`config.mk`:
```
export PLATFORM = sky130hd
export DESIGN_NAME = tt_io_trace_monitor
export DESIGN_NICKNAME = d
export VERILOG_FILES = /design/src/rtl/tt_trace_pkg.sv /design/src/rtl/tt_sync_fifo.sv /design/src/rtl/tt_io_trace_monitor.sv
export SDC_FILE = /design/constraint.sdc
export NUM_CORES = 1
export LEC_CHECK = 0
export ABC_AREA = 1
export BUFFER_PORTS_ARGS = -buffer_cell sky130_fd_sc_hd__buf_4
export CAP_MARGIN = 10
export CORE_ASPECT_RATIO = 1.1
export CORE_UTILIZATION = 42
export CTS_BUF_LIST = sky130_fd_sc_hd__clkbuf_4 sky130_fd_sc_hd__clkbuf_8
export DETAILED_ROUTE_END_ITERATION = 6
export GPL_ROUTABILITY_DRIVEN = 0
export PLACE_DENSITY_LB_ADDON = 0.25
export SLEW_MARGIN = 20
export SYNTH_ARGS = -nofsm -noshare
export SYNTH_HDL_FRONTEND = slang
export SYNTH_SLANG_ARGS = --single-unit
export TNS_END_PERCENT = 30
```
`constraint.sdc`:
```
create_clock -name clk -period 4.15 [get_ports clk]
set_input_delay 0.415 -clock clk [delete_from_list [all_inputs] [get_ports clk]]
set_output_delay 0.415 -clock clk [all_outputs]
set_load 0.05 [all_outputs]
```
`src/rtl/tt_trace_pkg.sv`:
```
// Shared types and constants for the IO trace monitor and its FIFO.
package tt_trace_pkg;

  typedef enum logic [1:0] {
    MODE_OFF         = 2'd0,
    MODE_EVERY       = 2'd1,
    MODE_CHANGE      = 2'd2,
    MODE_TRIG_CHANGE = 2'd3
  } trace_mode_t;

  localparam logic [7:0] OVF_SAT = 8'hFF;

  function automatic int recWidth(input int channels, input int tsW);
    return channels * 8 + tsW;
  endfunction

endpackage

```
`src/rtl/tt_sync_fifo.sv`:
```
// Single-clock first-word-fall-through FIFO; pointers carry an extra wrap bit.
module tt_sync_fifo #(
  parameter int WIDTH = 8,
  parameter int DEPTH = 16,
  localparam int AW = $clog2(DEPTH)
) (
  input  logic             clk,
  input  logic             rst,
  input  logic             push_i,
  input  logic [WIDTH-1:0] wdata_i,
  input  logic             pop_i,
  output logic             full_o,
  output logic             empty_o,
  output logic [WIDTH-1:0] rdata_o,
  output logic [AW:0]      count_o
);

  logic [WIDTH-1:0] mem_q [DEPTH];
  logic [AW:0]      wrPtr_q, wrPtr_d;
  logic [AW:0]      rdPtr_q, rdPtr_d;
  logic             doPush, doPop;

  assign empty_o = (wrPtr_q == rdPtr_q);
  assign full_o  = (wrPtr_q[AW] != rdPtr_q[AW]) &&
                   (wrPtr_q[AW-1:0] == rdPtr_q[AW-1:0]);
  assign count_o = wrPtr_q - rdPtr_q;
  // Empty reads return zero so the head is clean after reset.
  assign rdata_o = empty_o ? '0 : mem_q[rdPtr_q[AW-1:0]];

  always_comb begin
    doPop   = pop_i && !empty_o;
    doPush  = push_i && (!full_o || doPop);
    wrPtr_d = wrPtr_q + {{AW{1'b0}}, doPush};
    rdPtr_d = rdPtr_q + {{AW{1'b0}}, doPop};
  end

  always_ff @(posedge clk) begin
    if (rst) begin
      wrPtr_q <= '0;
      rdPtr_q <= '0;
    end else begin
      wrPtr_q <= wrPtr_d;
      rdPtr_q <= rdPtr_d;
    end
  end

  always_ff @(posedge clk) begin
    if (doPush) begin
      mem_q[wrPtr_q[AW-1:0]] <= wdata_i;
    end
  end

endmodule

```
`src/rtl/tt_io_trace_monitor.sv`:
```
// Samples CPU output buses into timestamped records, drained over valid/ready.
module tt_io_trace_monitor
  import tt_trace_pkg::*;
#(
  parameter int CHANNELS = 3,
  parameter int DEPTH    = 16,
  parameter int TS_W     = 16
) (
  input  logic                       clk,
  input  logic                       rst,
  input  logic                       en,
  input  logic [1:0]                 mode,
  input  logic [7:0]                 trig_mask,
  input  logic [7:0]                 trig_value,
  input  logic [CHANNELS*8-1:0]      mon_data,
  input  logic                       rd_ready,
  output logic                       rd_valid,
  output logic [CHANNELS*8+TS_W-1:0] rd_data,
  output logic [$clog2(DEPTH+1)-1:0] count,
  output logic [7:0]                 overflow_cnt,
  output logic                       triggered
);

  localparam int DataW = CHANNELS * 8;
  localparam int RecW  = recWidth(CHANNELS, TS_W);

  logic [TS_W-1:0]  ts_q, ts_d;
  logic [DataW-1:0] last_q, last_d;
  logic             first_q, first_d;
  logic             enPrev_q;
  logic [1:0]       modePrev_q;
  logic             triggered_q, triggered_d;
  logic [7:0]       ovf_q, ovf_d;

  trace_mode_t curMode;
  logic        match, firstNow, changed, capture, pop, drop, full, empty;
  logic [RecW-1:0] record;

  assign curMode = trace_mode_t'(mode);

  // The first flag is re-armed combinationally so a rising en or mode write captures that same cycle.
  always_comb begin
    match       = ((mon_data[7:0] & trig_mask) == (trig_value & trig_mask));
    firstNow    = first_q || (en && !enPrev_q) || (mode != modePrev_q);
    changed     = (mon_data != last_q) || firstNow;
    capture     = 1'b0;
    case (curMode)
      MODE_EVERY:       capture = en;
      MODE_CHANGE:      capture = en && changed;
      MODE_TRIG_CHANGE: capture = en && changed && (triggered_q || match);
      default:          capture = 1'b0;
    endcase
    pop         = !empty && rd_ready;
    drop        = capture && full && !pop;
    first_d     = firstNow && !capture;
    triggered_d = (curMode == MODE_TRIG_CHANGE) && (triggered_q || match);
    ovf_d       = (drop && ovf_q != OVF_SAT) ? ovf_q + 8'd1 : ovf_q;
    last_d      = en ? mon_data : last_q;
    ts_d        = ts_q + {{(TS_W-1){1'b0}}, 1'b1};
    record      = {ts_q, mon_data};
  end

  always_ff @(posedge clk) begin
    if (rst) begin
      ts_q        <= '0;
      last_q      <= '0;
      first_q     <= 1'b1;
      enPrev_q    <= 1'b0;
      modePrev_q  <= MODE_OFF;
      triggered_q <= 1'b0;
      ovf_q       <= '0;
    end else begin
      ts_q        <= ts_d;
      last_q      <= last_d;
      first_q     <= first_d;
      enPrev_q    <= en;
      modePrev_q  <= mode;
      triggered_q <= triggered_d;
      ovf_q       <= ovf_d;
    end
  end

  tt_sync_fifo #(
    .WIDTH (RecW),
    .DEPTH (DEPTH)
  ) u_fifo (
    .clk     (clk),
    .rst     (rst),
    .push_i  (capture),
    .wdata_i (record),
    .pop_i   (pop),
    .full_o  (full),
    .empty_o (empty),
    .rdata_o (rd_data),
    .count_o (count)
  );

  assign rd_valid     = !empty;
  assign overflow_cnt = ovf_q;
  assign triggered    = triggered_q;

endmodule

```
==> results.tsv, run 1 <==
metric	value	unit
clkSinkCount	703	
source_of_the_critical_timing_path	u_fifo.rdPtr_q[0]$_SDFF_PP0_	
max_cap_viol_count	0	
synthesis.instances	2260	
worstSetupEndpointType	primary output	
detail_route.first_pass.iterations	6	
crit-reg2reg-capture	u_fifo.mem_q[6][11]$_DFFE_PP_	
p_per_area	502	nW/µm²
n_fill_cell	5625	
critical_path.startpoint_type	flop	
synth.distinct_cells	39	
arrival	3.32	ns
detailed_place.area	30000	µm²
postRouteWirelength	76100	µm
timing.reg2reg.worst_path_depth	9	
worst-setup-path-type	flop to primary output	
via_count_of_the_first_global_routing_pass	18556	
grt_max_degree	161	
total_power	16.1	mW
vias	18828	
power_frac_comb	16.5	%
placeable_core_region	65400	µm²
dieHeight	273	µm
syn_avg_cell_area	12.4	µm²
detail_route.wl_per_cell	22.9	µm
cts_setup_buffers	0	
place_inst	3120	
slew_headroom	37.1	%
final-instance-count-excl-fill	3323	
fin_tns_setup	0	ns
h-tree-depth	3	
final_core_utilization	49.3	%
synth.top_cell.area_share	68.7	%
clock_tree.root_cell	sky130_fd_sc_hd__clkbuf_8	
tightest_slew	0.942	ns
cts_tree	done	
final_max_slew_viol_count	0	
worst-endpoint-required	3.73	ns
drt-vias-per-instance	5.67	
timing.hold.worst_path_depth	1	
power_switching	4.66	mW
synth_area	28000	µm²
hold_path.startpoint	mon_data[15]	
ys_seq_area_share	73.3	%
p_leak	10.6	nW
critPathSlowestCell	sky130_fd_sc_hd__inv_8	
ant_nets	0	
run_status	finished, final reports clean	
wire_length_of_the_first_global_routing_pass	114000	µm
cts_max_path_buffers	3	
shortest_clock_period_the_worst_path_allows_after_layout	3.74	ns
min_period_over_period	90.1	%
area.sequential	20500	µm²
min_delay_worst_endpoint	u_fifo.mem_q[11][15]$_DFFE_PP_	
post_route_cells_drive_above_1_share	15.2	%
fin_hold_ws	0.0614	ns
synth-seq-cells	703	
multi_input_area	6680	µm²
synth_area_leaders	sky130_fd_sc_hd__edfxtp_1, sky130_fd_sc_hd__o21ai_0, sky130_fd_sc_hd__nor2_1, sky130_fd_sc_hd__dfxtp_1, sky130_fd_sc_hd__nand2_1	
pin_count	101	
setup_viol	0	
worst_path_most_repeated_cell	sky130_fd_sc_hd__buf_4	
overflow	0	
drc	0	
fp-row-count	98	
switching_share	28.9	%
power.ir.vdd_worst	0.271	mV
synth.net_count	2317	
timing.critical_path.buf_inv	3	
timing.hold.worst.class	input pin to flop	
final_critical_path_setup_slack	0.410	ns
critical_path.reg2reg.startpoint	u_fifo.rdPtr_q[2]$_SDFF_PP0_	
rsz0062_at_grt	false	
post-route-cell-area	32200	µm²
critical-path-top-delay-family	buffers and inverters	
die_width	248	µm
groute.usage.overall	22.6	%
power.clock.fraction	35.0	%
numCtsBuffers	108	
hpwl	40700	µm
final_nets	2441	
dieArea	67600	µm²
seq_power_share	48.5	%
cts.reportedPaths.clkPinSlew	0.06	ns
post-synth-top-area-cell	sky130_fd_sc_hd__edfxtp_1	
dpl_worst_slack	0.991	ns
r2r_setup_slack	1.12	ns
yosys_warnings	0	
cell_by_cell_trace_of_the_critical_path	inv_8 -> buf_4 -> o21ai_0 -> o22ai_1 -> o211ai_1 -> a31oi_1 -> buf_4	
area_growth_syn_to_fin	15.1	%
total_of_buffers_placed_on_input_and_output_ports	100	
initial_utilization	42.8	%
clock_latency	0.71	ns
hold_violations	0	
dr.first_iter.drc_count	1793	
path_max_fanout	112	
clock_skew	0.0258	ns
power_report.internal_total	11.5	mW
timing.critical_path.slowest_cell_delay	0.48	ns
initial_antenna_violation_count	1	
clock.fmax	267	MHz
==> power groups by stage <==
stage / clock network (mW) / logic, mW / registers (mW)
3_3_place_gp: 0 / 2.63 / 7.98
5_1_grt: 6.06 / 2.86 / 7.84
2_1_floorplan: 0 / 1.74 / 7.95
6_report: 5.65 / 2.66 / 7.83
4_1_cts: 5.76 / 2.67 / 7.83
3_5_place_dp: 0 / 2.66 / 7.98
==> area by class of cell <==
type | count | area share, %
clock inverters | 46 | 0.859
inverters | 99 | 1.19
flip-flops and latches | 703 | 63.7
repair buffers | 155 | 4.50
diodes | 1 | 0.00777
multi-input cells | 1317 | 20.7
well taps | 850 | 3.30
clock buffers | 152 | 5.74
==> how the worst max path moves through the flow <==
stage                                               end  slack, ns  cells past startpoint
after floorplan           u_fifo.mem_q[10][0]$_DFFE_PP_       0.22                     10
after global placement    u_fifo.mem_q[6][17]$_DFFE_PP_       1.04                     12
after detailed placement  u_fifo.mem_q[6][11]$_DFFE_PP_       0.99                     12
after CTS                                   rd_data[39]       0.39                      7
after global routing                        rd_data[17]       0.21                      7
final                                        rd_data[0]       0.41                      7
==> registers in the layout, indices dropped and copies added (netlist names) <==
signal	count
enPrev_q	1
first_q	1
last_q	24
modePrev_q	2
overflow_cnt	8
triggered	1
ts_q	16
u_fifo.mem_q	640
u_fifo.rdPtr_q	5
u_fifo.wrPtr_q	5
==> Yosys cell counts (all sizes together) <==
master,number
edfxtp,640
nor2,401
o21ai,359
nand2,207
clkbuf,108
o22ai,100
inv,98
dfxtp,63
o221ai,61
nand3,45
a31oi,41
a21oi,39
buf,33
o211ai,19
ha,10
nand4,8
xnor2,8
nor3,6
o21bai,4
xor2,3
o21a,2
a311oi,1
clkinv,1
fa,1
nor3b,1
nor4,1
==> cell usage in the layout (no fill, tap or decap), types with 38 or more instances in the layout <==
| master | netlist | layout |
|---|---|---|
| sky130_fd_sc_hd__a31oi_1 | 41 | 41 |
| sky130_fd_sc_hd__clkbuf_4 | 0 | 39 |
| sky130_fd_sc_hd__a21oi_1 | 38 | 38 |
| sky130_fd_sc_hd__nor2_1 | 399 | 381 |
| sky130_fd_sc_hd__clkbuf_8 | 0 | 113 |
| sky130_fd_sc_hd__o21ai_0 | 357 | 357 |
| sky130_fd_sc_hd__inv_1 | 90 | 88 |
| sky130_fd_sc_hd__nand2_1 | 204 | 204 |
| sky130_fd_sc_hd__buf_4 | 3 | 129 |
| sky130_fd_sc_hd__o221ai_1 | 61 | 61 |
| sky130_fd_sc_hd__edfxtp_1 | 640 | 640 |
| sky130_fd_sc_hd__o22ai_1 | 100 | 100 |
| sky130_fd_sc_hd__dfxtp_1 | 63 | 60 |
| sky130_fd_sc_hd__nand3_1 | 40 | 40 |
==> per-layer routing <==
layer  global-route usage, %  routed length (µm)  up-vias
met2                    36.8               37000      736
met1                    30.1               31800     9411
met5                       0                   0        -
li1                        -                   -     8540
met3                    3.55                5030      141
met4                    9.20                2230        0
==> cells by family (layout without fill, tap and decap cells) <==
kind of cell               count (synthesis)  count (layout)  share of synthesized area (%)
and+or+nand+nor                          669             669                           9.53
AOI/OAI and AO/OA                        626             626                           13.0
buffers and inverters                    240             452                           3.34
DFF                                      703             703                           73.3
adders and majority gates                 11              11                          0.519
xor gates and xnor gates                  11              11                          0.372
other                                      0               1                              0
==> what timing repair did <==
action                                  CTS  global route
endpoints found under the setup margin    0             0
endpoints found under the hold margin    22             0
hold buffers                              4             0
resized for setup                         0             0
No activity file was read; power rests on OpenSTA's default activity.
==> run 2, diff against run 1 <==
--- a/config.mk
+++ b/config.mk
@@ -9,8 +9,10 @@
 export BUFFER_PORTS_ARGS = -buffer_cell sky130_fd_sc_hd__buf_4
 export CAP_MARGIN = 10
 export CORE_ASPECT_RATIO = 1.1
-export CORE_UTILIZATION = 42
+export CORE_MARGIN = 1
+export CORE_UTILIZATION = 38
 export CTS_BUF_LIST = sky130_fd_sc_hd__clkbuf_4 sky130_fd_sc_hd__clkbuf_8
+export CTS_CLUSTER_SIZE = 24
 export DETAILED_ROUTE_END_ITERATION = 6
 export GPL_ROUTABILITY_DRIVEN = 0
 export PLACE_DENSITY_LB_ADDON = 0.25
==> results.tsv, run 2 (same netlist as run 1, synthesis figures left out) <==
metric	value	unit
final-instance-count-excl-fill	3423	
die_width	261	µm
vias	18508	
cts_tree	done	
clock_tree.root_cell	sky130_fd_sc_hd__clkbuf_8	
hpwl	40900	µm
dr.first_iter.drc_count	1508	
cts.reportedPaths.clkPinSlew	0.06	ns
power.ir.vdd_worst	0.316	mV
post_route_cells_drive_above_1_share	15.5	%
clock.fmax	255	MHz
rsz0062_at_grt	false	
dpl_worst_slack	0.888	ns
power_frac_comb	15.9	%
slew_headroom	35.3	%
drt-vias-per-instance	5.41	
total_of_buffers_placed_on_input_and_output_ports	100	
min_period_over_period	94.5	%
dieArea	74700	µm²
drc	6	
power.clock.fraction	36.7	%
power_switching	4.70	mW
arrival	3.51	ns
timing.hold.worst.class	input pin to flop	
setup_viol	0	
tightest_slew	0.970	ns
worst-endpoint-required	3.73	ns
numCtsBuffers	108	
mostFrequentLayoutCell	sky130_fd_sc_hd__edfxtp_1	
hold_violations	0	
seq_power_share	47.4	%
placeable_core_region	72300	µm²
detail_route.first_pass.iterations	7	
p_leak	10.7	nW
fp-row-count	103	
run_status	finished with violations	
cts_max_path_buffers	3	
detailed_place.area	30000	µm²
final_core_utilization	44.9	%
clkSinkCount	703	
h-tree-depth	3	
violations_in_the_final_reports	DRC	
clock_skew	0.0322	ns
switching_share	28.4	%
cts_setup_buffers	0	
detail_route.wl_per_cell	21.7	µm
grt_max_degree	168	
max_cap_viol_count	0	
fin_tns_setup	0	ns
total_power	16.6	mW
fin_hold_ws	0.0645	ns
area_growth_syn_to_fin	16.0	%
worstSetupEndpointType	primary output	
flip_flop_count_of_the_largest_register_all_copies_and_words_added	640	
final_max_slew_viol_count	0	
final_nets	2440	
clock_latency	0.71	ns
dieHeight	286	µm
ant_nets	0	
overflow	0	
groute.usage.overall	19.9	%
post-route-cell-area	32400	µm²
place_inst	3213	
shortest_clock_period_the_worst_path_allows_after_layout	3.92	ns
layout_common_cells	sky130_fd_sc_hd__edfxtp_1, sky130_fd_sc_hd__nor2_1, sky130_fd_sc_hd__o21ai_0	
worst-setup-path-type	flop to primary output	
final_critical_path_setup_slack	0.230	ns
power_report.internal_total	11.9	mW
critical_path.startpoint_type	flop	
p_per_area	511	nW/µm²
via_count_of_the_first_global_routing_pass	18197	
initial_antenna_violation_count	2	
initial_utilization	38.7	%
postRouteWirelength	74300	µm
pin_count	101	
wire_length_of_the_first_global_routing_pass	111000	µm
path_max_fanout	95	
==> run 2: cell count changes in the layout (fill, tap and decap cells not counted), moves of 2 or more <==
cell	change
sky130_fd_sc_hd__buf_12	-7
sky130_fd_sc_hd__buf_4	+3
sky130_fd_sc_hd__buf_6	+2
sky130_fd_sc_hd__bufinv_16	+5
sky130_fd_sc_hd__clkbuf_4	-13
sky130_fd_sc_hd__clkbuf_8	+10
sky130_fd_sc_hd__clkinv_1	-3
sky130_fd_sc_hd__clkinv_2	+8
sky130_fd_sc_hd__clkinvlp_4	+2
==> run 2: layout make-up <==
type | count | area [µm²]
clock buffers | 149 | 1890
well taps | 945 | 1180
repair buffers | 154 | 1360
diodes | 1 | 2.50
inverters | 99 | 382
multi-input cells | 1317 | 6680
flip-flops and latches | 703 | 20500
clock inverters | 55 | 447
fillers | 6432 | 39900
==> run 2: critical path: stages, from the launching register on <==
cell	delay [ns]
sky130_fd_sc_hd__dfxtp_4	0.55
sky130_fd_sc_hd__buf_4	0.80
sky130_fd_sc_hd__o21ai_0	0.22
sky130_fd_sc_hd__o221ai_1	0.27
sky130_fd_sc_hd__nand3_1	0.18
sky130_fd_sc_hd__a31oi_1	0.41
sky130_fd_sc_hd__buf_4	0.29
==> run 2: per-layer routing <==
metal | vias up | global-route usage (%) | share of wire (%)
li1 | 8539 | - | -
met1 | 9162 | 26.4 | 42
met2 | 666 | 33.0 | 49
met3 | 141 | 2.90 | 6.2
met4 | 0 | 7.31 | 2.6
met5 | - | 0 | 0
==> run 2: what timing repair did <==
item	in CTS	in global routing
gates resized for setup	0	2
endpoints found under the setup margin	0	1
hold endpoints to repair	40	0
hold buffers	5	0
==> run 2: worst paths after layout <==
path	endpoint	from	cells after the start	slack, ns
worst max-delay path	rd_data[6]	u_fifo.rdPtr_q[0]$_SDFF_PP0_	6	0.23
worst min-delay path	u_fifo.mem_q[11][18]$_DFFE_PP_	mon_data[18]	1	0.06
worst max register to register	u_fifo.mem_q[2][31]$_DFFE_PP_	u_fifo.rdPtr_q[2]$_SDFF_PP0_	8	0.91
worst min register to register	triggered$_SDFF_PP0_	triggered$_SDFF_PP0_	2	0.48
==> run 2: power by group through the flow <==
stage                     Sequential (mW)  Clock, mW  Combinational, mW
after floorplan                      7.95          0               1.74
after global placement               7.99          0               2.61
after detailed placement             8.00          0               2.65
after CTS                            7.85       6.21               2.65
after global routing                 7.85       6.49               2.84
final                                7.85       6.09               2.63
==> run 3, diff against run 2 <==
--- a/config.mk
+++ b/config.mk
@@ -16,6 +16,7 @@
 export DETAILED_ROUTE_END_ITERATION = 6
 export GPL_ROUTABILITY_DRIVEN = 0
 export PLACE_DENSITY_LB_ADDON = 0.25
+export SETUP_SLACK_MARGIN = 0.5
 export SLEW_MARGIN = 20
 export SYNTH_ARGS = -nofsm -noshare
 export SYNTH_HDL_FRONTEND = slang
==> results.tsv, run 3 (same netlist as run 1, synthesis figures left out) <==
metric	value	unit
run_status	finished with violations	
violations_in_the_final_reports	DRC	
clock_tree.root_cell	sky130_fd_sc_hd__clkbuf_8	
arrival	3.20	ns
cts_tree	done	
total_of_buffers_placed_on_input_and_output_ports	100	
detail_route.first_pass.iterations	7	
flip_flop_count_of_the_largest_register_all_copies_and_words_added	640	
path_max_fanout	95	
cts.reportedPaths.clkPinSlew	0.06	ns
dieArea	74700	µm²
min_period_over_period	87.1	%
numCtsBuffers	108	
pin_count	101	
groute.usage.overall	20.1	%
post_route_cells_drive_above_1_share	15.6	%
overflow	0	
post-route-cell-area	32600	µm²
initial_antenna_violation_count	1	
multi_input_area	6690	µm²
grt_max_degree	168	
clock.fmax	277	MHz
fin_hold_ws	0.0623	ns
clkSinkCount	703	
area_growth_syn_to_fin	16.4	%
die_width	261	µm
p_leak	10.8	nW
area.sequential	20500	µm²
n_fill_cell	6426	
ant_nets	0	
fin_tns_setup	0	ns
initial_utilization	38.7	%
clock_skew	0.0319	ns
worst-endpoint-required	3.73	ns
mostFrequentLayoutCell	sky130_fd_sc_hd__edfxtp_1	
via_count_of_the_first_global_routing_pass	18209	
drt-vias-per-instance	5.44	
timing.hold.worst_path_depth	1	
critical_path.startpoint_type	flop	
vias	18636	
layout_common_cells	sky130_fd_sc_hd__edfxtp_1, sky130_fd_sc_hd__nor2_1, sky130_fd_sc_hd__o21ai_0	
tightest_slew	0.718	ns
detailed_place.area	30000	µm²
worstSetupEndpointType	primary output	
drc	6	
final_max_slew_viol_count	0	
timing.hold.worst.class	input pin to flop	
worst-setup-path-type	flop to primary output	
slew_headroom	52.2	%
dieHeight	286	µm
detail_route.wl_per_cell	22.1	µm
h-tree-depth	3	
hpwl	40900	µm
final_nets	2443	
hold_violations	0	
timing.reg2reg.worst_path_depth	8	
cts_max_path_buffers	3	
shortest_clock_period_the_worst_path_allows_after_layout	3.62	ns
power.ir.vdd_worst	0.309	mV
clock_latency	0.71	ns
setup_viol	0	
dr.first_iter.drc_count	1562	
rsz0062_at_grt	true	
fp-row-count	103	
placeable_core_region	72300	µm²
max_cap_viol_count	0	
wire_length_of_the_first_global_routing_pass	112000	µm
postRouteWirelength	75800	µm
p_per_area	511	nW/µm²
==> run 3: power by group <==
| group | internal [mW] | switching [mW] | leakage (nW) |
|---|---|---|---|
| logic | 0.730 | 1.97 | 3.42 |
| clock network | 3.39 | 2.69 | 1.23 |
| registers | 7.77 | 0.0806 | 6.13 |
==> run 3: final timing paths <==
kind,start,to,slack (ns)
hold reg to reg,triggered$_SDFF_PP0_,triggered$_SDFF_PP0_,0.48
hold / removal,mon_data[9],u_fifo.mem_q[9][9]$_DFFE_PP_,0.06
setup / recovery,u_fifo.rdPtr_q[0]$_SDFF_PP0_,rd_data[6],0.53
setup reg to reg,u_fifo.rdPtr_q[2]$_SDFF_PP0_,u_fifo.mem_q[2][34]$_DFFE_PP_,1.11
==> run 3: timing repair <==
action | CTS | global route
gates resized for setup | 7 | 4
setup endpoints to repair | 41 | 20
hold buffers | 5 | 0
setup buffers | 1 | 0
endpoints found under the hold margin | 40 | 0
cloned | 1 | 1
==> run 3: worst max-delay path, stage by stage (launching register included) <==
cell and delay (ns):
sky130_fd_sc_hd__dfxtp_4 0.65, sky130_fd_sc_hd__buf_8 0.49, sky130_fd_sc_hd__o21ai_0 0.19, sky130_fd_sc_hd__o221ai_1 0.24, sky130_fd_sc_hd__nand3_1 0.16, sky130_fd_sc_hd__a31oi_1 0.41, sky130_fd_sc_hd__buf_4 0.29
==> run 3: layout make-up <==
| type | count | area share [%] |
|---|---|---|
| multi-input combinational | 1317 | 20.5 |
| inverter | 99 | 1.20 |
| clock buffer | 149 | 5.80 |
| tap | 945 | 3.63 |
| timing repair buffer | 157 | 4.50 |
| antenna | 1 | 0.00769 |
| clock inverter | 55 | 1.37 |
| sequential | 703 | 63.0 |
==> run 3: metrics by stage <==
step	util (%)	power, mW	setup slack, ns	cells
global placement	41.5	10.6	0.964	3213
global route	45.0	17.2	0.415	3426
CTS	45.0	16.7	0.501	3424
floorplan	-	9.69	0.221	2260
finish	45.0	16.6	0.534	3426
detailed placement	41.5	10.6	0.888	3213
==> run 3: per-layer routing <==
metal	up-vias	share of wire (%)	GRT usage [%]
li1	8548	-	-
met1	9239	42	26.8
met2	702	49	33.1
met3	147	6.3	2.90
met4	0	2.8	7.63
met5	-	0	0
